==> config.mk <==
export PLATFORM = sky130hd
export DESIGN_NAME = scan_chain_ctrl_flat
export DESIGN_NICKNAME = d
export VERILOG_FILES = /design/src/rtl/scan_chain_ctrl_if.sv /design/src/rtl/scan_chain_ctrl.sv /design/src/flat_wrapper.sv
export SDC_FILE = /design/constraint.sdc
export NUM_CORES = 1
export LEC_CHECK = 0
export CORE_UTILIZATION = 35
export CTS_CLUSTER_SIZE = 12
export DETAILED_ROUTE_END_ITERATION = 8
export RECOVER_POWER = 50
export SLEW_MARGIN = 5
export SYNTH_ARGS = -nofsm -noshare
export SYNTH_HDL_FRONTEND = slang
export SYNTH_SLANG_ARGS = --single-unit
==> constraint.sdc <==
create_clock -name clk -period 2.2 [get_ports clk]
set_input_delay 0.44 -clock clk [delete_from_list [all_inputs] [get_ports clk]]
set_output_delay 0.44 -clock clk [all_outputs]
set_load 0.05 [all_outputs]
==> src/rtl/scan_chain_ctrl_if.sv <==
// Register-side and chain-side signals of one scan_chain_ctrl instance.
// The controller binds to the slave modport. The host/chain side binds to master.
interface scan_chain_ctrl_if #(
   parameter int CHAIN_LEN = 16
) ();
   logic                 start;
   logic                 abort;
   logic [CHAIN_LEN-1:0] pat_in;
   logic                 so;
   logic                 te;
   logic                 ti;
   logic                 busy;
   logic                 done;
   logic [CHAIN_LEN-1:0] resp_out;

   modport master (
      output start, abort, pat_in, so,
      input  te, ti, busy, done, resp_out
   );

   modport slave (
      input  start, abort, pat_in, so,
      output te, ti, busy, done, resp_out
   );
endinterface

==> src/rtl/scan_chain_ctrl.sv <==
// Scan-test sequencer: shifts a pattern into one chain, pulses a capture cycle,
// then shifts the response out into a parallel register.
module scan_chain_ctrl #(
   parameter int CHAIN_LEN = 16,
   parameter int CNT_W     = $clog2(CHAIN_LEN)
) (
   input logic           clk,
   input logic           rst,
   scan_chain_ctrl_if.slave bus
);

   typedef enum logic [2:0] {
      IDLE,
      SHIFT_IN,
      CAPTURE,
      SHIFT_OUT,
      FINISH
   } state_t;

   localparam logic [CNT_W-1:0] LAST = CNT_W'(CHAIN_LEN - 1);

   state_t               state;
   logic [CNT_W-1:0]     cnt;
   logic [CHAIN_LEN-1:0] pat;
   logic [CHAIN_LEN-1:0] resp;
   logic                 te_q;
   logic                 ti_q;
   logic                 busy_q;
   logic                 done_q;

   // NOTE: state and outputs are all assigned with <= in the one clocked
   // block, so every branch sees the pre-edge values of its neighbours.
   always_ff @(posedge clk) begin
      if (rst) begin
         state  <= IDLE;
         cnt    <= '0;
         pat    <= '0;
         resp   <= '0;
         te_q   <= 1'b0;
         ti_q   <= 1'b0;
         busy_q <= 1'b0;
         done_q <= 1'b0;
      end else begin
         case (state)
            IDLE: begin
               if (bus.start) begin
                  state  <= SHIFT_IN;
                  pat    <= bus.pat_in;
                  cnt    <= '0;
                  te_q   <= 1'b1;
                  ti_q   <= bus.pat_in[CHAIN_LEN-1];
                  busy_q <= 1'b1;
               end
            end

            SHIFT_IN: begin
               if (bus.abort) begin
                  state  <= IDLE;
                  cnt    <= '0;
                  te_q   <= 1'b0;
                  ti_q   <= 1'b0;
                  busy_q <= 1'b0;
               end else if (cnt == LAST) begin
                  state <= CAPTURE;
                  te_q  <= 1'b0;
                  ti_q  <= 1'b0;
               end else begin
                  // The MSB of pat always holds the bit currently on ti.
                  cnt  <= cnt + 1'b1;
                  ti_q <= pat[CHAIN_LEN-2];
                  pat  <= pat << 1;
               end
            end

            CAPTURE: begin
               if (bus.abort) begin
                  state  <= IDLE;
                  cnt    <= '0;
                  busy_q <= 1'b0;
               end else begin
                  state <= SHIFT_OUT;
                  cnt   <= '0;
                  te_q  <= 1'b1;
               end
            end

            SHIFT_OUT: begin
               if (bus.abort) begin
                  state  <= IDLE;
                  cnt    <= '0;
                  te_q   <= 1'b0;
                  busy_q <= 1'b0;
               end else begin
                  // so is the pre-shift Q of the last flop, which walks down the chain.
                  resp[LAST - cnt] <= bus.so;
                  if (cnt == LAST) begin
                     state  <= FINISH;
                     te_q   <= 1'b0;
                     done_q <= 1'b1;
                  end else begin
                     cnt <= cnt + 1'b1;
                  end
               end
            end

            FINISH: begin
               state  <= IDLE;
               done_q <= 1'b0;
               busy_q <= 1'b0;
            end

            default: begin
               state  <= IDLE;
               cnt    <= '0;
               te_q   <= 1'b0;
               ti_q   <= 1'b0;
               busy_q <= 1'b0;
               done_q <= 1'b0;
            end
         endcase
      end
   end

   assign bus.te       = te_q;
   assign bus.ti       = ti_q;
   assign bus.busy     = busy_q;
   assign bus.done     = done_q;
   assign bus.resp_out = resp;

endmodule

==> src/flat_wrapper.sv <==
// flat-port wrapper written by rule: the top's interface ports become plain ports
module scan_chain_ctrl_flat 
#(
   parameter int CHAIN_LEN = 16,
   parameter int CNT_W     = $clog2(CHAIN_LEN)
)
  (clk, rst, bus_start, bus_abort, bus_pat_in, bus_so, bus_te, bus_ti, bus_busy, bus_done, bus_resp_out);
  scan_chain_ctrl_if #(.CHAIN_LEN(CHAIN_LEN)) bus_i ();
  input logic clk;
  input logic rst;
  input wire logic [$bits(bus_i.start)-1:0] bus_start;
  input wire logic [$bits(bus_i.abort)-1:0] bus_abort;
  input wire logic [$bits(bus_i.pat_in)-1:0] bus_pat_in;
  input wire logic [$bits(bus_i.so)-1:0] bus_so;
  output wire logic [$bits(bus_i.te)-1:0] bus_te;
  output wire logic [$bits(bus_i.ti)-1:0] bus_ti;
  output wire logic [$bits(bus_i.busy)-1:0] bus_busy;
  output wire logic [$bits(bus_i.done)-1:0] bus_done;
  output wire logic [$bits(bus_i.resp_out)-1:0] bus_resp_out;
  assign bus_i.start = bus_start;
  assign bus_i.abort = bus_abort;
  assign bus_i.pat_in = bus_pat_in;
  assign bus_i.so = bus_so;
  assign bus_te = bus_i.te;
  assign bus_ti = bus_i.ti;
  assign bus_busy = bus_i.busy;
  assign bus_done = bus_i.done;
  assign bus_resp_out = bus_i.resp_out;
  scan_chain_ctrl #(.CHAIN_LEN(CHAIN_LEN), .CNT_W(CNT_W)) u_core (.clk(clk), .rst(rst), .bus(bus_i));
endmodule
# == Yosys cells after proc, flatten, opt, wreduce, memory -nomap -nowiden ==
# Index checks and enable logic that the tools add are counted.
# totals
regBits,42
wordCells,79
# op_classes
addsub,2
n_lt_le_gt_ge,2
n_eq_ne,16
mux,32
n_bitwise,4
n_reduce_logical,15
# op_table
operator,n
15-bit 2-to-1 mux,3
15-bit case mux with 2 select lines,1
16-bit bitwise mux,1
3-bit 2-to-1 mux,5
4-bit 2-to-1 mux,3
3-bit case mux with 4 select lines,1
4-bit case mux with 3 select lines,1
1-bit 2-to-1 mux,11
"2-bit != test, second input constant",5
3-bit AND reduction,3
3-bit OR reduction,3
4-bit AND reduction,2
"3-bit by 2-bit equality test with 1-bit output, second input constant",2
"3-bit by 2-bit != test with 1-bit output, second input constant",2
2-bit AND reduction,3
"4-bit by 5-bit < comparator with 1-bit output, second input constant",1
"4-bit by 1-bit adder with 4-bit output, second input constant",1
1-bit demux with 4-bit select,1
"4-bit equality test, second input constant",1
"4-bit by 1-bit greater-or-equal comparator with 1-bit output, second input constant",1
"2-bit by 1-bit != test with 1-bit output, second input constant",2
1-bit NOT,4
1-bit case mux with 2 select lines,2
1-bit case mux with 4 select lines,1
11 further kinds,11

# == Longest topological paths before layout ==
# logic_depth
ltp_word,6
depth_mapped,7

# == Worst setup path before layout ==
# No wires, ideal clock.
# synth_path
kind,register to register
startpoint,reg u_core.cnt[0]
endpoint,reg u_core.pat[2]
setup_ps,80
arrival_time_ps,1556
required_ps,2120
slack_ps,564
stages_incl_launch_ff,8
n_path_buf,2
period_less_slack_ps,1636
cell_sequence,dfxtp_1 -> ha_1 -> and3_1 -> buf_2 -> o21ai_4 -> buf_6 -> nor2_1 -> a211oi_2
# synth_between
elab_chain_len,3
# synth_lines
item,line_no,source
start: declaration,scan_chain_ctrl.sv:23,logic [CNT_W-1:0] cnt;
start signal: assignment,scan_chain_ctrl.sv:69,cnt <= cnt + 1'b1;
start signal: assignment,scan_chain_ctrl.sv:101,cnt <= cnt + 1'b1;
4-bit equality test,scan_chain_ctrl.sv:63,end else if (cnt == LAST) begin
2-bit != test (no source line),--,
4-bit AND reduction (no source line),--,
end signal: assignment,scan_chain_ctrl.sv:48,pat <= bus.pat_in;
end signal: assignment,scan_chain_ctrl.sv:71,pat <= pat << 1;
end: declaration,scan_chain_ctrl.sv:24,logic [CHAIN_LEN-1:0] pat;
# Every way passes these cells.
# A chain may end at the register's enable or synchronous reset.

# == Worst setup path in the final report ==
# layout_path
startpoint,in bus_abort
endpoint,reg u_core.pat[2]
# layout_between
elab_chain_len,2
# layout_lines
item,line_no,source
start: declaration,flat_wrapper.sv:12,input wire logic [$bits(bus_i.abort)-1:0] bus_abort;
2-bit != test (no source line),--,
4-bit AND reduction (no source line),--,
# Every way passes these cells.

==> impl_metrics.yaml <==
status:
  status: "complete, no violations"
clock_network:
  clockBufferDepth: 2
  clk-insertion-delay-late_ps: 300
  h-tree-depth: 2
  cts_hold_buffers: 0
  cts.sinks: 42
  cts_tree: "yes"
  numCtsBuffers: 5
  clk_pin_slew_ps: 80
  cts_resized: 0
  cts_setup_buffers: 0
  clockRootBuffer: "clkbuf_8"
critical_path:
  cp_data_arrival_time_ps: 2230
  r2r_start: "u_core.state[1]$_SDFFE_PP0P_"
  start_kind: "primary input"
  cp.required_ps: 2410
  critPathKind: "primary input to flop"
  critPathLaunch: "bus_abort"
  cp_max_fo: 28
  endpoint_kind: "flop"
placed_design:
  port_buffers: 40
  dp_cells: 325
  dp_hpwl_mm: 3.10
  globalplace.congestion: 0.727
layout:
  nFillCells: 566
  area_growth_pct: 29.4
  nets: 285
  diodes: 0
  final_cell_mix: "dfxtp_1 (42), nor2_1 (37), clkdlybuf4s50_1 (37), mux2i_1 (30), nand3_1 (16)"
  drive_gt1_frac: 0.0958
  layout_commonest_cell: "dfxtp_1"
  stdcell_count: 333
global_route:
  overflow: 0
  antenna_found_initial: 0
  grt_pass1_wl_mm: 7.54
  grt_max_degree: 29
  grt.total_usage: 0.159
  grt_pass1_vias: 1657
yosys:
  syn-instance-count: 218
  syn_area_per_cell_um2: 9.18
  yosysWarnings: 0
  netlist_area_mm2: 0.00200
  ys_types: 40
  ys_seq_elements: 42
  syn_nets: 243
  ys_seq_area_frac: 0.420
sta:
  fin_setup_tns_ps: 0
  period_needed_ps: 2020
  slew_headroom: 0.633
  setup_viol_count_final: 0
  skew_ps: 6.56
  hold_violations: 0
  worstMarginPinSlew_ps: 548
  final.period_utilization: 0.918
  drv_slew: 0
  rsz0062_at_grt: "false"
  fmax_mhz: 495
min_path:
  hp-class: "flop to flop"
  min_from: "u_core.bus.resp_out[7]$_SDFFE_PP0P_"
floorplan:
  row_count: 27
  die_h_um: 77.6
  die_width_um: 77.6
  core_area_mm2: 0.00551
  initial_utilization: 0.364
  dieArea_mm2: 0.00603
  ios: 41
pwr:
  p_per_area_mw_per_mm2: 603
  ir_worst_vdd_mv: 0.250
  p_leak_nw: 1.05
route:
  drtAntennaViolNets: 0
  remaining_drc_errors: 0
  routed_via_density: 4.91
  drt_wl_total_mm: 4.31
  wl_per_cell_um: 13.0
  vias: 1636
  drtIter0Drc: 105
  firstDrtPassIters: 4
flow_run:
  drv_cap: 0
-- cell usage after synthesis, drive strengths merged --
cell type | number | area [um2]
nor2 | 37 | 139
nand3b | 1 | 7.51
o31ai | 1 | 7.51
nand3 | 16 | 80.1
and2 | 1 | 6.26
dfxtp | 42 | 841
and3 | 1 | 6.26
nand4b | 1 | 8.76
a22oi | 1 | 7.51
nand4 | 4 | 25.0
a32oi | 1 | 8.76
ha | 4 | 50.1
or2 | 1 | 6.26
or4b | 2 | 23.8
nor3b | 1 | 12.5
xor2 | 1 | 8.76
nor4 | 1 | 6.26
a31oi | 1 | 6.26
and4bb | 1 | 12.5
nand2b | 2 | 12.5
o2bb2ai | 1 | 8.76
mux2i | 30 | 300
nor3 | 6 | 30.0
buf | 6 | 37.5
a211oi | 14 | 135
a21oi | 6 | 30.0
inv | 3 | 11.3
o22a | 1 | 8.76
o211ai | 1 | 7.51
nor2b | 7 | 43.8
a41oi | 2 | 17.5
o21ai | 4 | 31.3
clkbuf | 11 | 41.3
nand2 | 6 | 22.5
-- power breakdown --
part	switching (W)	total, W	internal, W
combinational	0.000119	0.000230	0.000112
clock	0.000263	0.000516	0.000253
sequential	0.0000214	0.000816	0.000795
total	0.000403	0.00156	0.00116
-- final timing paths --
check | end | slack, ps | depth (start not counted)
worst min register to register | u_core.bus.resp_out[7]$_SDFFE_PP0P_ | 500 | 2
worst max-delay path | u_core.pat[2]$_SDFFE_PP0P_ | 180 | 6
worst min-delay path | u_core.bus.resp_out[7]$_SDFFE_PP0P_ | 500 | 2
worst max register to register | u_core.pat[2]$_SDFFE_PP0P_ | 350 | 5
-- through the flow --
step | power [W] | setup slack (ps) | hold slack, ps | instance area, um2 | utilization
after floorplan | 0.000982 | 564 | 468 | 2000 | -
after global placement | 0.00107 | 128 | 480 | 2520 | 0.457
after detailed placement | 0.00107 | 39.0 | 491 | 2520 | 0.457
after CTS | 0.00159 | 252 | 503 | 2610 | 0.474
after global routing | 0.00164 | 103 | 528 | 2590 | 0.471
final | 0.00156 | 179 | 499 | 2590 | 0.471
-- final cells by class --
type,instances,area [um2],area share
inverters,3,11.3,0.00435
flip-flops and latches,42,841,0.324
well taps,72,90.1,0.0348
clock buffers,7,86.3,0.0333
repair buffers,52,495,0.191
multi-input cells,156,1060,0.410
clock inverters,1,5.00,0.00193
-- routing by layer --
metal / GRT usage / wire (um) / up-vias
met1: 0.206 / 2180 / 752
met4: 0.0679 / 78 / 0
li1: - / - / 858
met3: 0.0353 / 123 / 7
met2: 0.253 / 1930 / 19
met5: 0 / 0 / -
-- kinds of logic (layout without fill, tap and decap cells) --
kind of cell | Yosys count | after routing | synth area share
adders and majority gates | 4 | 4 | 0.0250
AOI/OAI and AO/OA | 33 | 33 | 0.134
DFF | 42 | 42 | 0.420
xor gates and xnor gates | 1 | 1 | 0.00438
buffers and inverters | 20 | 63 | 0.0450
muxes | 30 | 30 | 0.150
and+or+nand+nor | 88 | 88 | 0.221
-- critical path: stages --
cell,delay (ps)
dlygate4sd3_1,560
or4b_1,570
o21ai_4,180
buf_12,190
nor2_1,60
a211oi_1,220
-- flip-flops by register name, summed over array words and instances, names as in the netlist --
register and flops:
u_core.bus.done 1, u_core.bus.resp_out 16, u_core.pat 15, u_core.bus.te 1
u_core.bus.busy 1, u_core.cnt 4, u_core.state 3, u_core.bus.ti 1
Note: power is estimated with default switching activity, not from simulation.
